### src/rtl/layer_scheduler.sv
// Layer scheduler: time-multiplexes one shared neuron compute unit across every neuron of a
// layer, with valid/ready handshakes for the input vector and for the collected result vector.
module layer_scheduler #(
  parameter int DATA_WIDTH     = 32,
  parameter int NUM_NEURONS    = 8,
  parameter int TIMEOUT_CYCLES = 64,
  localparam int IDX_W         = (NUM_NEURONS > 1) ? $clog2(NUM_NEURONS) : 1
) (
  input  logic                                  clock,
  input  logic                                  reset,
  input  logic                                  in_valid,
  output logic                                  in_ready,
  output logic                                  load_inputs,
  output logic                                  nu_start,
  output logic [IDX_W-1:0]                      nu_index,
  input  logic                                  nu_done,
  input  logic signed [DATA_WIDTH-1:0]          nu_result,
  output logic [NUM_NEURONS-1:0][DATA_WIDTH-1:0] results,
  output logic                                  out_valid,
  input  logic                                  out_ready,
  output logic                                  busy,
  output logic                                  timeout_err
);

  localparam int CNT_W = $clog2(TIMEOUT_CYCLES + 1);
  localparam logic [IDX_W-1:0] LAST_IDX  = IDX_W'(NUM_NEURONS - 1);
  localparam logic [CNT_W-1:0] LAST_WAIT = CNT_W'(TIMEOUT_CYCLES - 1);
  localparam logic [IDX_W-1:0] IDX_ZERO  = {IDX_W{1'b0}};
  localparam logic [CNT_W-1:0] CNT_ZERO  = {CNT_W{1'b0}};

  typedef enum logic [1:0] {
    ST_IDLE   = 2'd0,
    ST_ISSUE  = 2'd1,
    ST_WAIT   = 2'd2,
    ST_OUTPUT = 2'd3
  } state_t;

  state_t                                 state_r;
  state_t                                 state_s;
  logic [IDX_W-1:0]                       idx_r;
  logic [IDX_W-1:0]                       idx_s;
  logic [CNT_W-1:0]                       cnt_r;
  logic [CNT_W-1:0]                       cnt_s;
  logic                                   timeout_s;
  logic                                   cap_en_s;
  logic [DATA_WIDTH-1:0]                  cap_val_s;
  logic                                   err_set_s;
  logic                                   in_ready_r;
  logic                                   nu_start_r;
  logic                                   out_valid_r;
  logic                                   busy_r;
  logic [IDX_W-1:0]                       nu_index_r;
  logic                                   timeout_err_r;
  logic [NUM_NEURONS-1:0][DATA_WIDTH-1:0] results_r;

  // Expiry of the per-neuron wait window; a done in the same cycle takes priority.
  assign timeout_s = (state_r == ST_WAIT) && (cnt_r == LAST_WAIT) && !nu_done;

  // Next-state, index, wait counter and capture decisions.
  always_comb begin
    state_s   = state_r;
    idx_s     = idx_r;
    cnt_s     = cnt_r;
    cap_en_s  = 1'b0;
    cap_val_s = {DATA_WIDTH{1'b0}};
    err_set_s = 1'b0;
    case (state_r)
      ST_IDLE: begin
        if (in_valid) begin
          idx_s   = IDX_ZERO;
          state_s = ST_ISSUE;
        end else begin
          state_s = ST_IDLE;
        end
      end
      ST_ISSUE: begin
        cnt_s   = CNT_ZERO;
        state_s = ST_WAIT;
      end
      ST_WAIT: begin
        cnt_s = cnt_r + CNT_W'(1);
        if (nu_done || timeout_s) begin
          cap_en_s = 1'b1;
          if (nu_done) begin
            cap_val_s = nu_result;
          end else begin
            err_set_s = 1'b1;
          end
          if (idx_r == LAST_IDX) begin
            state_s = ST_OUTPUT;
          end else begin
            idx_s   = idx_r + IDX_W'(1);
            state_s = ST_ISSUE;
          end
        end else begin
          state_s = ST_WAIT;
        end
      end
      ST_OUTPUT: begin
        if (out_ready) begin
          idx_s   = IDX_ZERO;
          state_s = ST_IDLE;
        end else begin
          state_s = ST_OUTPUT;
        end
      end
      default: begin
        idx_s   = IDX_ZERO;
        cnt_s   = CNT_ZERO;
        state_s = ST_IDLE;
      end
    endcase
  end

  // State, index and wait counter registers.
  always_ff @(posedge clock or posedge reset) begin
    if (reset) begin
      state_r <= ST_IDLE;
      idx_r   <= IDX_ZERO;
      cnt_r   <= CNT_ZERO;
    end else begin
      state_r <= state_s;
      idx_r   <= idx_s;
      cnt_r   <= cnt_s;
    end
  end

  // Output flags are decoded from the next state so they align with the state register.
  always_ff @(posedge clock or posedge reset) begin
    if (reset) begin
      in_ready_r  <= 1'b1;
      nu_start_r  <= 1'b0;
      out_valid_r <= 1'b0;
      busy_r      <= 1'b0;
      nu_index_r  <= IDX_ZERO;
    end else begin
      in_ready_r  <= (state_s == ST_IDLE);
      nu_start_r  <= (state_s == ST_ISSUE);
      out_valid_r <= (state_s == ST_OUTPUT);
      busy_r      <= (state_s != ST_IDLE);
      nu_index_r  <= (state_s == ST_IDLE) ? IDX_ZERO : idx_s;
    end
  end

  // Result slots only change on a WAIT completion (done or timeout).
  always_ff @(posedge clock or posedge reset) begin
    if (reset) begin
      results_r <= {(NUM_NEURONS * DATA_WIDTH){1'b0}};
    end else if (cap_en_s) begin
      results_r[idx_r] <= cap_val_s;
    end else begin
      results_r <= results_r;
    end
  end

  // Sticky timeout flag, cleared only by reset.
  always_ff @(posedge clock or posedge reset) begin
    if (reset) begin
      timeout_err_r <= 1'b0;
    end else if (err_set_s) begin
      timeout_err_r <= 1'b1;
    end else begin
      timeout_err_r <= timeout_err_r;
    end
  end

  assign in_ready    = in_ready_r;
  assign load_inputs = in_valid & in_ready_r;
  assign nu_start    = nu_start_r;
  assign nu_index    = nu_index_r;
  assign results     = results_r;
  assign out_valid   = out_valid_r;
  assign busy        = busy_r;
  assign timeout_err = timeout_err_r;

endmodule

### config.mk
export PLATFORM = sky130hd
export DESIGN_NAME = layer_scheduler
export DESIGN_NICKNAME = d
export VERILOG_FILES = /design/src/rtl/layer_scheduler.sv
export SDC_FILE = /design/constraint.sdc
export NUM_CORES = 1
export LEC_CHECK = 0
export ABC_AREA = 1
export CAP_MARGIN = 20
export CORE_ASPECT_RATIO = 1.2
export CORE_UTILIZATION = 40
export DETAILED_ROUTE_END_ITERATION = 10
export GPL_ROUTABILITY_DRIVEN = 1
export HOLD_SLACK_MARGIN = 0.02
export PLACE_DENSITY = 0.69
export REMOVE_ABC_BUFFERS = 1
export SLEW_MARGIN = 20
export SYNTH_ARGS = -nofsm -noshare
export SYNTH_HDL_FRONTEND = slang
export SYNTH_SLANG_ARGS = --single-unit
### constraint.sdc
create_clock -name clock -period 10.8 [get_ports clock]
set_clock_uncertainty 0.1 [all_clocks]
set_input_delay 2.16 -clock clock [delete_from_list [all_inputs] [get_ports clock]]
set_output_delay 2.16 -clock clock [all_outputs]
set_load 0.02 [all_outputs]
# Word level (Yosys, flattened, before mapping)
# Index checks and enable logic that the tools add are counted.
# classes
bitwise_logic,1
eq_ne,7
magnitude_cmp,2
n_addsub,2
n_mux,23
n_reduce_logical,9
# ops
cell,count
256-bit bitwise mux,1
32-bit 2-to-1 mux,4
32-bit demux with 3-bit select,1
3-bit 2-to-1 mux,5
7-bit case mux with 2 select lines,1
3-bit case mux with 3 select lines,1
2-bit case mux with 4 select lines,1
7-bit by 1-bit adder with 7-bit output (second input constant),1
7-bit by 6-bit equality test with 1-bit output (second input constant),1
2-bit equality test (second input constant),3
1-bit 2-to-1 mux,6
2-bit 2-to-1 mux,3
2-bit by 1-bit equality test with 1-bit output (second input constant),2
2-bit logical NOT,2
3-bit by 4-bit < comparator with 1-bit output (second input constant),1
2-bit nonzero test,2
3-bit by 1-bit adder with 3-bit output (second input constant),1
3-bit equality test (second input constant),1
3-bit by 1-bit >= comparator with 1-bit output (second input constant),1
1-bit logical AND,3
1-bit AND,1
1-bit logical NOT,1
1-bit logical OR,1
# word_totals
wordCells,61
ff_bits,276
out_inout_bits,265

# Logic depth before layout (Yosys ltp)
# depth
ltp_word,8
ltp_mapped,14
ltp_nobuf,12

# Least setup slack after synthesis
# Ideal clock, no wire load.
# synth_path
path_kind,input-to-output
startpoint,input port in_valid
endpoint,output port load_inputs
stages,2
arrival_time_ns,2.330
slack_ns,6.210
path_cell_list,nand2_1 -> inv_1
# synth_via
elab_chain_len,1
# synth_rtl
element,line_no,source
from (decl),11,"input logic in_valid,"
1-bit AND,168,assign load_inputs = in_valid & in_ready_r;
to (decl),13,"output logic load_inputs,"
# No other way between the ends.

# Final worst setup path
# Same ends and word-level chain as after synthesis.

==> flow_summary.ini <==
[outcome]
status = finished, final reports clean

[layout]
synthToLayoutAreaGrowth_pct = 39.9
mostFrequentLayoutCells = nand2_1 (318), clkdlybuf4s50_1 (301), dfrtp_1 (275)
nNetsFinal = 1315
num-fill-cells = 2205
layout-drive-gt1-share = 0.0575
final_common_cell = nand2_1
diodes = 0

[grt]
grt_pass1_wl_um = 45100
antenna_found_initial = 0
grt_pass1_vias = 7958
track_usage = 0.223
grt_remaining_overflow = 0
grt_max_degree = 131

[placement]
port_buffers = 301
globalplace.congestion = 0.763
dp_hpwl_um = 18200

[setup_path]
cp_common_cell = clkdlybuf4s50_1
max_stage_delay_ns = 0.59
rrSetupSlack_ns = 7.48
critPathLaunchType = input port
crit_chain = clkdlybuf4s50_1, nand2_1, inv_1, clkdlybuf4s50_1
crit_family = buffers and inverters
critPathSlowestCell = clkdlybuf4s50_1
crit_arrival_ns = 3.33
worst-path-buf-inv = 3
cp.required_ns = 8.54
critPathKind = in -> out
endpoint_kind = output pin
crit_path_max_fanout = 2

[timing]
tightest_slew_ns = 0.957
final.min_clock_period_ns = 5.59
report.final.slew_viol_count = 0
relSlewSlack = 0.362
fmax_ghz = 0.179
rsz0062_at_grt = false
final_hold_viol_count = 0
holdWs_ns = 0.364
setup_tns_ns = 0
fin_crit_sh = 0.518
setup_viol = 0

[synthesis]
synth_cell_types = 29
ys_ff_latch = 276
seq_area_frac_synth = 0.676
yosysWarnings = 0
netlist_area_um2 = 10200
synth_cells = 991
avgSynthCellArea_um2 = 10.3

[floorplan]
dieHeight_um = 177
row_count = 63
fp.coreArea_um2 = 24900
die_x_um = 148
start_util = 0.410
io_pins = 302
die_area_um2 = 26200

[power]
p_leak_nw = 6.22
pwr_density_cell_nw_per_um2 = 226
max-vdd-ir-drop_mv = 0.126

[route]
vias_per_cell = 4.97
drtIter0Drc = 425
drcViolationCount = 0
num_vias = 8015
postRouteWirelength_um = 29000
wl_per_cell_um = 18.0
drt_pre_antenna_iters = 7
detail-route-antenna-nets = 0

[clock_network]
clkLatencyLatePin_ns = 0.52
cts_repair_resize_count = 0
cts_made_buffers = 27
cts_hold_buf = 0
clockBufferDepth = 3
clk_pin_slew_ns = 0.06
clockRootBuffer = clkbuf_16
numClockSinks = 276
postCtsSetupRepairBufs = 0
cts_tree = yes
htreeDepth = 1

[worst_hold_path]
min_path_type = reg -> reg

[run]
cap_violations = 0
## sequential cells by signal, summed over array words and instances (netlist names)
signal       count
in_ready         1
nu_start         1
busy             1
timeout_err      1
nu_index         3
cnt_r            7
state_r          2
out_valid        1
results        256
idx_r            3
## worst paths after layout
kind / from / endpoint / cells past startpoint
setup / recovery: in_valid / load_inputs / 4
hold / removal: cnt_r[5]$_DFFE_PP0P_ / cnt_r[5]$_DFFE_PP0P_ / 1
setup reg to reg: state_r[0]$_DFF_PP0_ / results[46]$_DFFE_PP0P_ / 10
hold reg to reg: cnt_r[5]$_DFFE_PP0P_ / cnt_r[5]$_DFFE_PP0P_ / 1
max in group asynchronous: reset / results[132]$_DFFE_PP0P_ / 3
min in group asynchronous: reset / results[137]$_DFFE_PP0P_ / 2
## where the power goes
part | switching [mW] | internal [mW] | total (mW)
sequential | 0.0982 | 1.21 | 1.31
clock | 0.383 | 0.574 | 0.957
combinational | 0.572 | 0.389 | 0.961
total | 1.05 | 2.17 | 3.23
## kinds of logic (layout without fill, tap and decap cells)
family | count (synthesis) | count (layout) | share of synthesized area
buf+inv | 79 | 376 | 0.0379
fa+ha+maj | 6 | 6 | 0.00734
simple gates | 358 | 358 | 0.141
flops | 276 | 276 | 0.676
compound gates | 272 | 272 | 0.138
## through the flow
stage / power (mW) / worst slack, ns / area (um^2) / utilization / instances
2_1_floorplan: 1.81 / 0.933 / 9930 / - / 937
3_3_place_gp: 2.27 / 5.21 / 13400 / 0.538 / 1568
3_5_place_dp: 2.29 / 5.21 / 13400 / 0.538 / 1568
4_1_cts: 3.26 / 5.21 / 14300 / 0.574 / 1613
5_1_grt: 3.39 / 5.18 / 14300 / 0.574 / 1613
6_report: 3.23 / 5.21 / 14300 / 0.574 / 1613
## worst register-to-register path, stage by stage, from the launching register on
cell and delay [ns]:
dfrtp_1 0.41, inv_1 0.09, ha_1 0.60, nand2_2 0.10, nor2_2 0.09, nand2_1 0.10, nand2_2 0.35, nand3_2 0.63
buf_4 0.51, nand2_1 0.10, o21ai_0 0.09
## synth_stat cells
master	instances	area (um^2)
o21ai_0	188	941
o221ai_1	1	8.76
nand2_2	5	31.3
buf_6	4	45.0
nand3_1	5	25.0
a21oi_1	6	30.0
dfrtp_1	275	6880
buf_2	22	110
a22oi_1	1	7.51
inv_2	1	3.75
nand3_2	2	20.0
o21ai_2	10	87.6
o21bai_1	1	7.51
nand4_1	1	6.26
inv_1	24	90.1
o311ai_0	1	8.76
dfstp_2	1	26.3
buf_4	2	15.0
nor2_2	1	6.26
nand2_4	4	45.0
clkbuf_2	12	60.1
nand3_4	2	35.0
ha_1	6	75.1
nand2_1	318	1190
o21ai_1	63	315
clkbuf_1	13	48.8
nor2_1	20	75.1
a21boi_1	1	7.51
buf_8	1	15.0
## final cells by class
cell class                      count  area [um^2]  share of cell area
Sequential cell                   276         6910               0.483
Timing Repair Buffer              306         3050               0.213
Inverter                           25          101             0.00709
Multi-Input combinational cell    636         2930               0.205
Clock inverter                      8          120             0.00840
Tap cell                          325          407              0.0284
Clock buffer                       37          783              0.0548
## routing by layer
metal  track usage  part of all wire  up-vias
met2         0.383              0.48      272
li1              -                 -     3798
met4        0.0795             0.035        0
met5             0                 0        -
met1         0.281              0.42     3888
met3        0.0407             0.064       57
Note: power is estimated with default switching activity, not from simulation.
